--- src/rtl/lighthouse_emitter_if.sv ---
// lighthouse_emitter_if: control inputs and waveform outputs of the lighthouse emitter
interface lighthouse_emitter_if #(
  parameter int WIDTH = 24
);
  logic             enable;
  logic [2:0]       sync0_code;
  logic [2:0]       sync1_code;
  logic [WIDTH-1:0] sweep_time;
  logic             pin_out;
  logic             frame_strobe;
  logic             sweep_strobe;
  logic             sweep_skipped;
  logic             busy;
  modport master (
    output enable, sync0_code, sync1_code, sweep_time,
    input  pin_out, frame_strobe, sweep_strobe, sweep_skipped, busy
  );
  modport slave (
    input  enable, sync0_code, sync1_code, sweep_time,
    output pin_out, frame_strobe, sweep_strobe, sweep_skipped, busy
  );
endinterface

--- src/rtl/lighthouse_emitter.sv ---
// lighthouse_emitter: sync0/sync1/sweep optical waveform generator; define LIGHTHOUSE_EMITTER_AXIS_TOGGLE_EN to alternate the axis bit every frame
module lighthouse_emitter #(
  parameter int WIDTH                  = 24,
  parameter int CLOCKS_PER_MICROSECOND = 48,
  parameter int FRAME_CLOCKS           = 399984,
  parameter int SYNC_GAP_CLOCKS        = 19200,
  parameter int SYNC_BASE_CLOCKS       = 3000,
  parameter int SYNC_STEP_CLOCKS       = 500,
  parameter int SWEEP_WIDTH_CLOCKS     = 480
) (
  input logic              clk,
  input logic              reset,
  lighthouse_emitter_if.slave bus
);
  localparam logic [WIDTH-1:0] F_LAST = WIDTH'(FRAME_CLOCKS - 1);
  localparam logic [WIDTH-1:0] GAP_C  = WIDTH'(SYNC_GAP_CLOCKS);
  localparam logic [WIDTH-1:0] BASE   = WIDTH'(SYNC_BASE_CLOCKS);
  localparam logic [WIDTH-1:0] STEP   = WIDTH'(SYNC_STEP_CLOCKS);
  localparam logic [WIDTH-1:0] SW     = WIDTH'(SWEEP_WIDTH_CLOCKS);
  localparam logic [WIDTH-1:0] HALF   = WIDTH'(SWEEP_WIDTH_CLOCKS / 2);

  if (SWEEP_WIDTH_CLOCKS % 2 != 0 || CLOCKS_PER_MICROSECOND < 1) begin : g_bad_cfg
    $error("lighthouse_emitter: SWEEP_WIDTH_CLOCKS must be even and CLOCKS_PER_MICROSECOND positive");
  end

  typedef enum logic [2:0] {IDLE, SYNC0, GAP, SYNC1, WAIT, SWEEP, TAIL} state_t;

  state_t           state, state_n;
  logic [WIDTH-1:0] t, tn, len0, r1, fall;
  logic [WIDTH-1:0] len0_n, len1_n, r1_n, fall_n;
  logic [WIDTH:0]   end_n;
  logic             valid, valid_n, last, start, sweep_end;
  logic [2:0]       code0, code1;

  assign tn    = t + WIDTH'(1);
  assign last  = state != IDLE && t == F_LAST;
  assign start = bus.enable && (state == IDLE || last);

`ifdef LIGHTHOUSE_EMITTER_AXIS_TOGGLE_EN
  logic axis, axis_n;
  assign axis_n = state == IDLE ? 1'b0 : ~axis;
  assign code0  = {bus.sync0_code[2:1], axis_n};
  assign code1  = {bus.sync1_code[2:1], axis_n};
  always_ff @(posedge clk or posedge reset)
    if (reset) axis <= 1'b0;
    else if (start) axis <= axis_n;
`else
  assign code0 = bus.sync0_code;
  assign code1 = bus.sync1_code;
`endif

  // Frame geometry is fixed at frame start so mid-frame input changes are ignored
  assign len0_n  = BASE + STEP * WIDTH'(code0);
  assign len1_n  = BASE + STEP * WIDTH'(code1);
  assign r1_n    = GAP_C + len1_n;
  assign fall_n  = r1_n + bus.sweep_time - HALF;
  assign end_n   = {1'b0, r1_n} + {1'b0, bus.sweep_time} + {1'b0, HALF};
  assign valid_n = bus.sweep_time >= HALF && end_n <= {1'b0, F_LAST};

  always_comb begin
    state_n   = state;
    sweep_end = 1'b0;
    if (state == IDLE || last) state_n = start ? SYNC0 : IDLE;
    else
      unique case (state)
        SYNC0:   state_n = tn == len0 ? GAP : SYNC0;
        GAP:     state_n = tn == GAP_C ? SYNC1 : GAP;
        SYNC1:   state_n = tn != r1 ? SYNC1 : !valid ? TAIL : tn == fall ? SWEEP : WAIT;
        WAIT:    state_n = tn == fall ? SWEEP : WAIT;
        SWEEP: begin
          sweep_end = tn == fall + SW;
          state_n   = sweep_end ? TAIL : SWEEP;
        end
        default: state_n = state;
      endcase
  end

  always_ff @(posedge clk or posedge reset)
    if (reset) begin
      state             <= IDLE;
      t                 <= '0;
      len0              <= '0;
      r1                <= '0;
      fall              <= '0;
      valid             <= 1'b0;
      bus.pin_out       <= 1'b1;
      bus.frame_strobe  <= 1'b0;
      bus.sweep_strobe  <= 1'b0;
      bus.sweep_skipped <= 1'b0;
      bus.busy          <= 1'b0;
    end else begin
      state <= state_n;
      t     <= (state_n == IDLE || start) ? '0 : tn;
      if (start) begin
        len0  <= len0_n;
        r1    <= r1_n;
        fall  <= fall_n;
        valid <= valid_n;
      end
      bus.pin_out       <= !(state_n inside {SYNC0, SYNC1, SWEEP});
      bus.frame_strobe  <= start;
      bus.sweep_strobe  <= sweep_end;
      bus.sweep_skipped <= start ? !valid_n : state_n == IDLE ? 1'b0 : bus.sweep_skipped;
      bus.busy          <= state_n != IDLE;
    end
endmodule

--- src/flat_wrapper.sv ---
// flat-port wrapper written by rule: the top's interface ports become plain ports
module lighthouse_emitter_flat 
#(
  parameter int WIDTH                  = 24,
  parameter int CLOCKS_PER_MICROSECOND = 48,
  parameter int FRAME_CLOCKS           = 399984,
  parameter int SYNC_GAP_CLOCKS        = 19200,
  parameter int SYNC_BASE_CLOCKS       = 3000,
  parameter int SYNC_STEP_CLOCKS       = 500,
  parameter int SWEEP_WIDTH_CLOCKS     = 480
)
  (clk, reset, bus_enable, bus_sync0_code, bus_sync1_code, bus_sweep_time, bus_pin_out, bus_frame_strobe, bus_sweep_strobe, bus_sweep_skipped, bus_busy);
  lighthouse_emitter_if #(.WIDTH(WIDTH)) bus_i ();
  input logic clk;
  input logic reset;
  input wire logic [$bits(bus_i.enable)-1:0] bus_enable;
  input wire logic [$bits(bus_i.sync0_code)-1:0] bus_sync0_code;
  input wire logic [$bits(bus_i.sync1_code)-1:0] bus_sync1_code;
  input wire logic [$bits(bus_i.sweep_time)-1:0] bus_sweep_time;
  output wire logic [$bits(bus_i.pin_out)-1:0] bus_pin_out;
  output wire logic [$bits(bus_i.frame_strobe)-1:0] bus_frame_strobe;
  output wire logic [$bits(bus_i.sweep_strobe)-1:0] bus_sweep_strobe;
  output wire logic [$bits(bus_i.sweep_skipped)-1:0] bus_sweep_skipped;
  output wire logic [$bits(bus_i.busy)-1:0] bus_busy;
  assign bus_i.enable = bus_enable;
  assign bus_i.sync0_code = bus_sync0_code;
  assign bus_i.sync1_code = bus_sync1_code;
  assign bus_i.sweep_time = bus_sweep_time;
  assign bus_pin_out = bus_i.pin_out;
  assign bus_frame_strobe = bus_i.frame_strobe;
  assign bus_sweep_strobe = bus_i.sweep_strobe;
  assign bus_sweep_skipped = bus_i.sweep_skipped;
  assign bus_busy = bus_i.busy;
  lighthouse_emitter #(.WIDTH(WIDTH), .CLOCKS_PER_MICROSECOND(CLOCKS_PER_MICROSECOND), .FRAME_CLOCKS(FRAME_CLOCKS), .SYNC_GAP_CLOCKS(SYNC_GAP_CLOCKS), .SYNC_BASE_CLOCKS(SYNC_BASE_CLOCKS), .SYNC_STEP_CLOCKS(SYNC_STEP_CLOCKS), .SWEEP_WIDTH_CLOCKS(SWEEP_WIDTH_CLOCKS)) u_core (.clk(clk), .reset(reset), .bus(bus_i));
endmodule
--- config.mk ---
export PLATFORM = sky130hd
export DESIGN_NAME = lighthouse_emitter_flat
export DESIGN_NICKNAME = d
export VERILOG_FILES = /design/src/rtl/lighthouse_emitter_if.sv /design/src/rtl/lighthouse_emitter.sv /design/src/flat_wrapper.sv
export SDC_FILE = /design/constraint.sdc
export NUM_CORES = 1
export LEC_CHECK = 0
export CORE_MARGIN = 10
export CORE_UTILIZATION = 65
export CTS_CLUSTER_SIZE = 40
export DETAILED_ROUTE_END_ITERATION = 10
export PLACE_DENSITY = 0.85
export REMOVE_ABC_BUFFERS = 1
export SETUP_SLACK_MARGIN = 0.1
export SLEW_MARGIN = 25
export SYNTH_ARGS = -nofsm -noshare
export SYNTH_HDL_FRONTEND = slang
export SYNTH_SLANG_ARGS = --single-unit
export TNS_END_PERCENT = 50
--- constraint.sdc ---
create_clock -name clk -period 7.35 [get_ports clk]
set_input_delay 1.47 -clock clk [delete_from_list [all_inputs] [get_ports clk]]
set_output_delay 1.47 -clock clk [all_outputs]
set_load 0.02 [all_outputs]
==> results of run 1 <==
-- final cells by class --
class	count	share of cell area
timing repair buffer	54	0.0537
inverter	78	0.0315
clock inverter	6	0.00496
tap	172	0.0230
clock buffer	10	0.0256
multi-input combinational	824	0.644
sequential	81	0.217
-- worst paths after layout --
check / to / slack, ps / depth (start not counted)
max: u_core.valid$_DFFE_PP0P_ / 340 / 25
min in group asynchronous: u_core.len0[6]$_DFFE_PP0P_ / 1610 / 3
max reg2reg: u_core.bus.pin_out$_DFF_PP1_ / 3270 / 12
min: u_core.fall[23]$_DFFE_PP0P_ / 500 / 2
min reg2reg: u_core.fall[23]$_DFFE_PP0P_ / 500 / 2
max in group asynchronous: u_core.len0[3]$_DFFE_PP0P_ / 5170 / 3
-- power breakdown --
group | leakage (nW) | switching (mW) | internal (mW)
Combinational | 2.87 | 0.914 | 0.769
Clock | 0.136 | 0.198 | 0.241
Sequential | 1.03 | 0.231 | 0.596
-- kinds of logic (layout without fill, tap and decap cells) --
kind of cell | after synthesis | in the layout | synth area share
muxes | 5 | 5 | 0.00633
AOI/OAI and AO/OA | 217 | 217 | 0.162
and+or+nand+nor | 400 | 400 | 0.259
adders and majority gates | 80 | 80 | 0.125
xor gates and xnor gates | 122 | 122 | 0.148
DFF | 81 | 81 | 0.239
buffers and inverters | 129 | 148 | 0.0608
-- flip-flops by register name (all words and copies together), names as in the netlist, 3 cells and up --
signal        count
u_core.state      3
u_core.fall      24
u_core.r1        13
u_core.t         24
u_core.len0      11
-- metrics by stage --
stage	total power [mW]	hold WS [ps]	cell area, um^2	setup slack, ps	TNS, ps
after global placement	2.40	488	8980	97.5	0
final	2.95	501	9340	344	0
after floorplan	2.00	452	8270	718	0
after global routing	3.18	533	9340	106	0
after CTS	2.90	513	9270	249	0
after detailed placement	2.45	488	8980	-112	-198
-- synth_stat cells, types with 4 or more instances --
cell type  number  area share
xor2_1         38       0.039
dfrtp_1        80        0.24
or2_2           5      0.0037
nand2b_1       22       0.016
a311oi_1        4      0.0041
clkbuf_1       30       0.013
o2111a_1        4      0.0053
xnor2_1        70       0.072
nand4_1        28       0.021
o211ai_1        6      0.0053
o22ai_1         4      0.0029
buf_4           4      0.0035
and4_1          8      0.0082
or4_1           5      0.0044
o221ai_1        5      0.0052
nor3b_1         7      0.0062
ha_1           72        0.11
a31oi_1        10      0.0074
and2_1         10      0.0074
o21ai_0        78       0.046
nor4_1         17       0.013
nand2_1       101       0.045
a21oi_1        44       0.026
a31o_2          4      0.0041
nand3b_1        4      0.0035
a21o_1          9      0.0080
o31ai_1         4      0.0035
xnor3_1        13       0.034
nor2b_1        13      0.0096
buf_2          14      0.0082
nand3_1        32       0.019
or3_1          14       0.010
o21bai_1        4      0.0035
o21a_1          7      0.0062
inv_1          77       0.034
nor2_1         60       0.027
nor3_1         31       0.018
and3_1         15       0.011
a211oi_1        5      0.0044
o2111ai_1       8      0.0082
fa_1            8       0.019
-- worst max-delay path, delay by kind of cell --
kind	cells	cell delay, ps
buffers and inverters	3	650
AOI/OAI and AO/OA	7	1150
xor gates and xnor gates	2	390
and+or+nand+nor	7	1500
adders and majority gates	6	2080
-- layer usage --
layer	global-route usage	vias to the layer above
met5	0	-
met4	0.120	0
met3	0.0493	70
met2	0.438	312
met1	0.309	3751
li1	-	3713
-- timing repair --
item,4_1_cts,5_1_grt
setup buffers,0,1
endpoints found under the setup margin,0,2
hold buffers,0,0
resized for setup,0,11
endpoints found under the hold margin,0,0
==> results.py, run 1 <==
metrics = {
    "run_status": {
        "outcome": "finished, final reports clean",
    },
    "global_route": {
        "grt_start_max_net_pins": 82,
        "global_route.usage.total": 0.259,
        "first_pass_grt_wire_length_um": 38100,
        "initial_antenna_violation_count": 0,
        "grt_pass1_vias": 7682,
        "globalRoute.totalOverflow": 0,
    },
    "synthesis": {
        "post_synthesis_cell_count": 1034,
        "synth-async-reset-ratio": 1.00,
        "synth_top_flop_cell": "dfrtp_1",
        "synth.ff_latch_count": 81,
        "synth.lib_cells_used.distinct": 79,
        "post_synth_instance_area_um2": 8500,
        "seq_area_frac_synth": 0.239,
        "ys.warnings.count": 0,
        "synth-edff-count": 0,
        "synth.avg_cell_area_um2": 8.22,
    },
    "hold_path": {
        "timing.hold.worst.start": "u_core.fall[23]$_DFFE_PP0P_",
        "hold_path_class": "reg -> reg",
    },
    "cells_and_area": {
        "final_core_area_utilization": 0.734,
        "fillers": 1015,
        "drive_gt1_frac": 0.0750,
        "area_of_combinational_cells_with_multiple_inputs_um2": 6020,
        "seqCellArea_um2": 2030,
        "n_antenna_cell": 0,
        "mostFrequentLayoutCell": "nand2_1",
        "areaGrowthSynthToFinish_pct": 9.94,
        "finalNetCount": 1161,
        "mostFrequentLayoutCells": "100 x nand2_1, 80 x dfrtp_1, 78 x o21ai_0",
        "final_cells": 1225,
    },
    "setup_path": {
        "path_common_cell": "ha_1",
        "cp-start-kind": "primary input",
        "crit_path_end_kind": "flop",
        "largest_fanout_on_the_critical_path": 4,
        "crit-reg2reg-launch": "u_core.t[0]$_DFF_PP0_",
        "cp.arrival_ps": 7240,
        "timing.critical_path.required_ps": 7590,
        "cp_slowest_stage_delay_ps": 620,
        "timing.critical_path.slowest_stage_cell": "fa_1",
        "cp-startpoint": "bus_sync1_code[1]",
        "criticalPathCategory": "in -> reg",
    },
    "die": {
        "placement_rows": 41,
        "die_height_um": 134,
        "coreArea_um2": 12700,
        "fp.dieArea_um2": 18000,
        "die_w_um": 134,
        "start_util": 0.668,
        "design.portCount": 38,
    },
    "routing": {
        "routed_wl_um": 23400,
        "drt-met1-wl_um": 9720,
        "initialDrtViolationCount": 681,
        "num_vias": 7846,
        "detail_route.wl_per_cell_um": 19.1,
        "dr_wl_met3_um": 1630,
        "final_antenna_net_count": 0,
        "detailed_routing_iterations_pass_1": 6,
        "viasPerCell": 6.40,
        "detail_route.drc_violations": 0,
        "route.top_layer_used": "met4",
        "met2_length_um": 11200,
    },
    "run": {
        "maxCapViolations": 0,
    },
    "timing": {
        "finalHoldViolations": 0,
        "number_of_slew_limit_violations_in_the_final_report": 0,
        "timing.clock.skew_ps": 9.37,
        "worst_pin_slew_ps": 975,
        "slew_headroom": 0.344,
        "grt_setup_unrepaired": "false",
        "fmax_mhz": 143,
        "final.period_utilization": 0.953,
        "setup_viol": 0,
        "min_period_ps": 7010,
    },
    "cts": {
        "root_buffer": "clkbuf_16",
        "cts_made_buffers": 9,
        "htreeDepth": 3,
        "path_clk_slew_ps": 70,
        "clk_path_buf_depth": 2,
        "tritoncts_clock_tree": "yes",
        "clk_latency_ps": 350,
        "tritoncts_num_sinks": 81,
    },
    "pwr": {
        "pwr_density_cell_nw_per_um2": 316,
        "lkg_pwr_nw": 4.04,
        "vdd.ir_drop.worst_mv": 0.189,
    },
    "place": {
        "io_buffers": 37,
        "gpl.final_weighted_congestion": 0.971,
        "dp.final_hpwl_um": 17900,
        "placedCellCount": 1208,
    },
}
(Power assumes the default switching activity.)
==> run 2: changes to the inputs <==
- clock period: 7.35 -> 8.7 ns (I/O delays scaled with it)
==> results.py, run 2 (same netlist as run 1, synthesis figures left out) <==
metrics = {
    "timing": {
        "minimum_hold_slack_ps": 504,
        "worst_pin_slew_ps": 849,
        "slew_headroom": 0.426,
        "setup_slack_ps": 833,
        "final.period_utilization": 0.904,
        "min_period_ps": 7870,
        "grt_setup_unrepaired": "false",
        "fmax_mhz": 127,
        "summed_negative_setup_slack_over_all_endpoints_ps": 0,
        "finalHoldViolations": 0,
        "setup_viol": 0,
        "number_of_slew_limit_violations_in_the_final_report": 0,
        "timing.clock.skew_ps": 6.62,
    },
    "place": {
        "gpl.final_weighted_congestion": 0.988,
        "io_buffers": 37,
        "postPlaceCellArea_um2": 8900,
        "placedCellCount": 1197,
        "dp.final_hpwl_um": 17400,
        "dp_slack_ps": 540,
    },
    "routing": {
        "detail_route.drc_violations": 0,
        "initialDrtViolationCount": 775,
        "viasPerCell": 6.37,
        "num_vias": 7730,
        "detailed_routing_iterations_pass_1": 6,
        "final_antenna_net_count": 0,
        "routed_wl_um": 22700,
        "detail_route.wl_per_cell_um": 18.7,
    },
    "cells_and_area": {
        "mostFrequentLayoutCell": "nand2_1",
        "fillers": 1055,
        "areaGrowthSynthToFinish_pct": 8.19,
        "n_antenna_cell": 0,
        "largest_registers": "u_core.fall: 24 flops, u_core.t: 24 flops, u_core.r1: 13 flops",
        "finalNetCount": 1149,
        "final_cells": 1213,
        "mostFrequentLayoutCells": "100 x nand2_1, 80 x dfrtp_1, 78 x o21ai_0",
        "drive_gt1_frac": 0.0519,
        "layout.cell_area.non_filler_um2": 9190,
    },
    "global_route": {
        "globalRoute.totalOverflow": 0,
        "grt_pass1_vias": 7555,
        "grt_start_max_net_pins": 82,
        "initial_antenna_violation_count": 0,
        "global_route.usage.total": 0.255,
        "first_pass_grt_wire_length_um": 37700,
    },
    "die": {
        "placement_rows": 41,
        "fp.dieArea_um2": 18000,
        "design.portCount": 38,
        "coreArea_um2": 12700,
        "start_util": 0.668,
        "die_w_um": 134,
        "die_height_um": 134,
    },
    "hold_path": {
        "hold_path_class": "reg -> reg",
    },
    "setup_path": {
        "cp.arrival_ps": 8100,
        "criticalPathCategory": "in -> reg",
        "timing.critical_path.slowest_stage_cell": "clkdlybuf4s50_1",
        "path_common_cell": "ha_1",
        "path_buf_inv": 4,
        "path_delay_family": "adder cells",
        "cp_slowest_stage_delay_ps": 640,
        "crit_path_end_kind": "flop",
        "timing.critical_path.required_ps": 8930,
        "largest_fanout_on_the_critical_path": 7,
        "cp-start-kind": "primary input",
    },
    "cts": {
        "postCtsHoldBufs": 0,
        "cts_made_buffers": 9,
        "clk_latency_ps": 360,
        "htreeDepth": 3,
        "ctsResizeCount": 0,
        "tritoncts_clock_tree": "yes",
        "buffers_inserted_by_post_cts_timing_repair": 0,
        "clk_path_buf_depth": 2,
        "root_buffer": "clkbuf_16",
        "tritoncts_num_sinks": 81,
        "path_clk_slew_ps": 60,
    },
    "pwr": {
        "lkg_pwr_nw": 3.97,
        "pwr_density_cell_nw_per_um2": 267,
        "vdd.ir_drop.worst_mv": 0.153,
    },
    "run_status": {
        "outcome": "finished, final reports clean",
    },
    "run": {
        "maxCapViolations": 0,
    },
}
-- run 2: cell count changes in the layout (fill, tap and decap cells not counted), sizes merged --
cell      before  now
buf           17    5
inv           80   77
clkinv         2    4
bufinv         0    1
clkbuf        10   11
clkinvlp       2    1
-- run 2: final timing paths --
path / from / to / slack, ps / depth (start not counted)
max reg2reg: u_core.t[1]$_DFF_PP0_ / u_core.bus.pin_out$_DFF_PP1_ / 4820 / 10
min: u_core.fall[23]$_DFFE_PP0P_ / u_core.fall[23]$_DFFE_PP0P_ / 500 / 2
max in group asynchronous: reset / u_core.fall[21]$_DFFE_PP0P_ / 6270 / 3
min reg2reg: u_core.fall[23]$_DFFE_PP0P_ / u_core.fall[23]$_DFFE_PP0P_ / 500 / 2
min in group asynchronous: reset / u_core.fall[1]$_DFFE_PP0P_ / 1930 / 3
max: bus_sync1_code[0] / u_core.bus.sweep_skipped$_DFFE_PP0P_ / 830 / 26
-- run 2: cell type report --
type	instances	area [um^2]	area share
tap	172	215	0.0234
timing repair buffer	42	412	0.0448
clock buffer	11	233	0.0253
inverter	78	294	0.0320
clock inverter	5	56.3	0.00613
sequential	81	2030	0.221
multi-input combinational	824	5950	0.648
-- run 2: power breakdown --
part	internal [mW]	switching, mW
clock network	0.222	0.157
registers	0.504	0.198
logic	0.623	0.754
total	1.35	1.11
-- run 2: metrics by stage --
stage / total power, mW / util
floorplan: 1.69 / -
global route: 2.65 / 0.722
finish: 2.46 / 0.722
global placement: 2.02 / 0.699
detailed placement: 2.05 / 0.699
CTS: 2.44 / 0.722
-- run 2: routing by layer --
| metal | global-route usage | wire length [um] | vias to the layer above |
|---|---|---|---|
| li1 | - | - | 3701 |
| met1 | 0.314 | 9400 | 3621 |
| met2 | 0.417 | 10700 | 339 |
| met3 | 0.0444 | 1660 | 69 |
| met4 | 0.135 | 988 | 0 |
| met5 | 0 | 0 | - |
-- run 2: tightest hold or removal path: stages, from the launching register on --
cell and delay, ps:
dfrtp_1 350, nand2_1 60, o21ai_0 60
==> run 3: changes to the inputs <==
- SETUP_SLACK_MARGIN: 0.1 -> unset
==> results of run 3 <==
The final DEF is identical to that of run 2; final timing and power are the same.
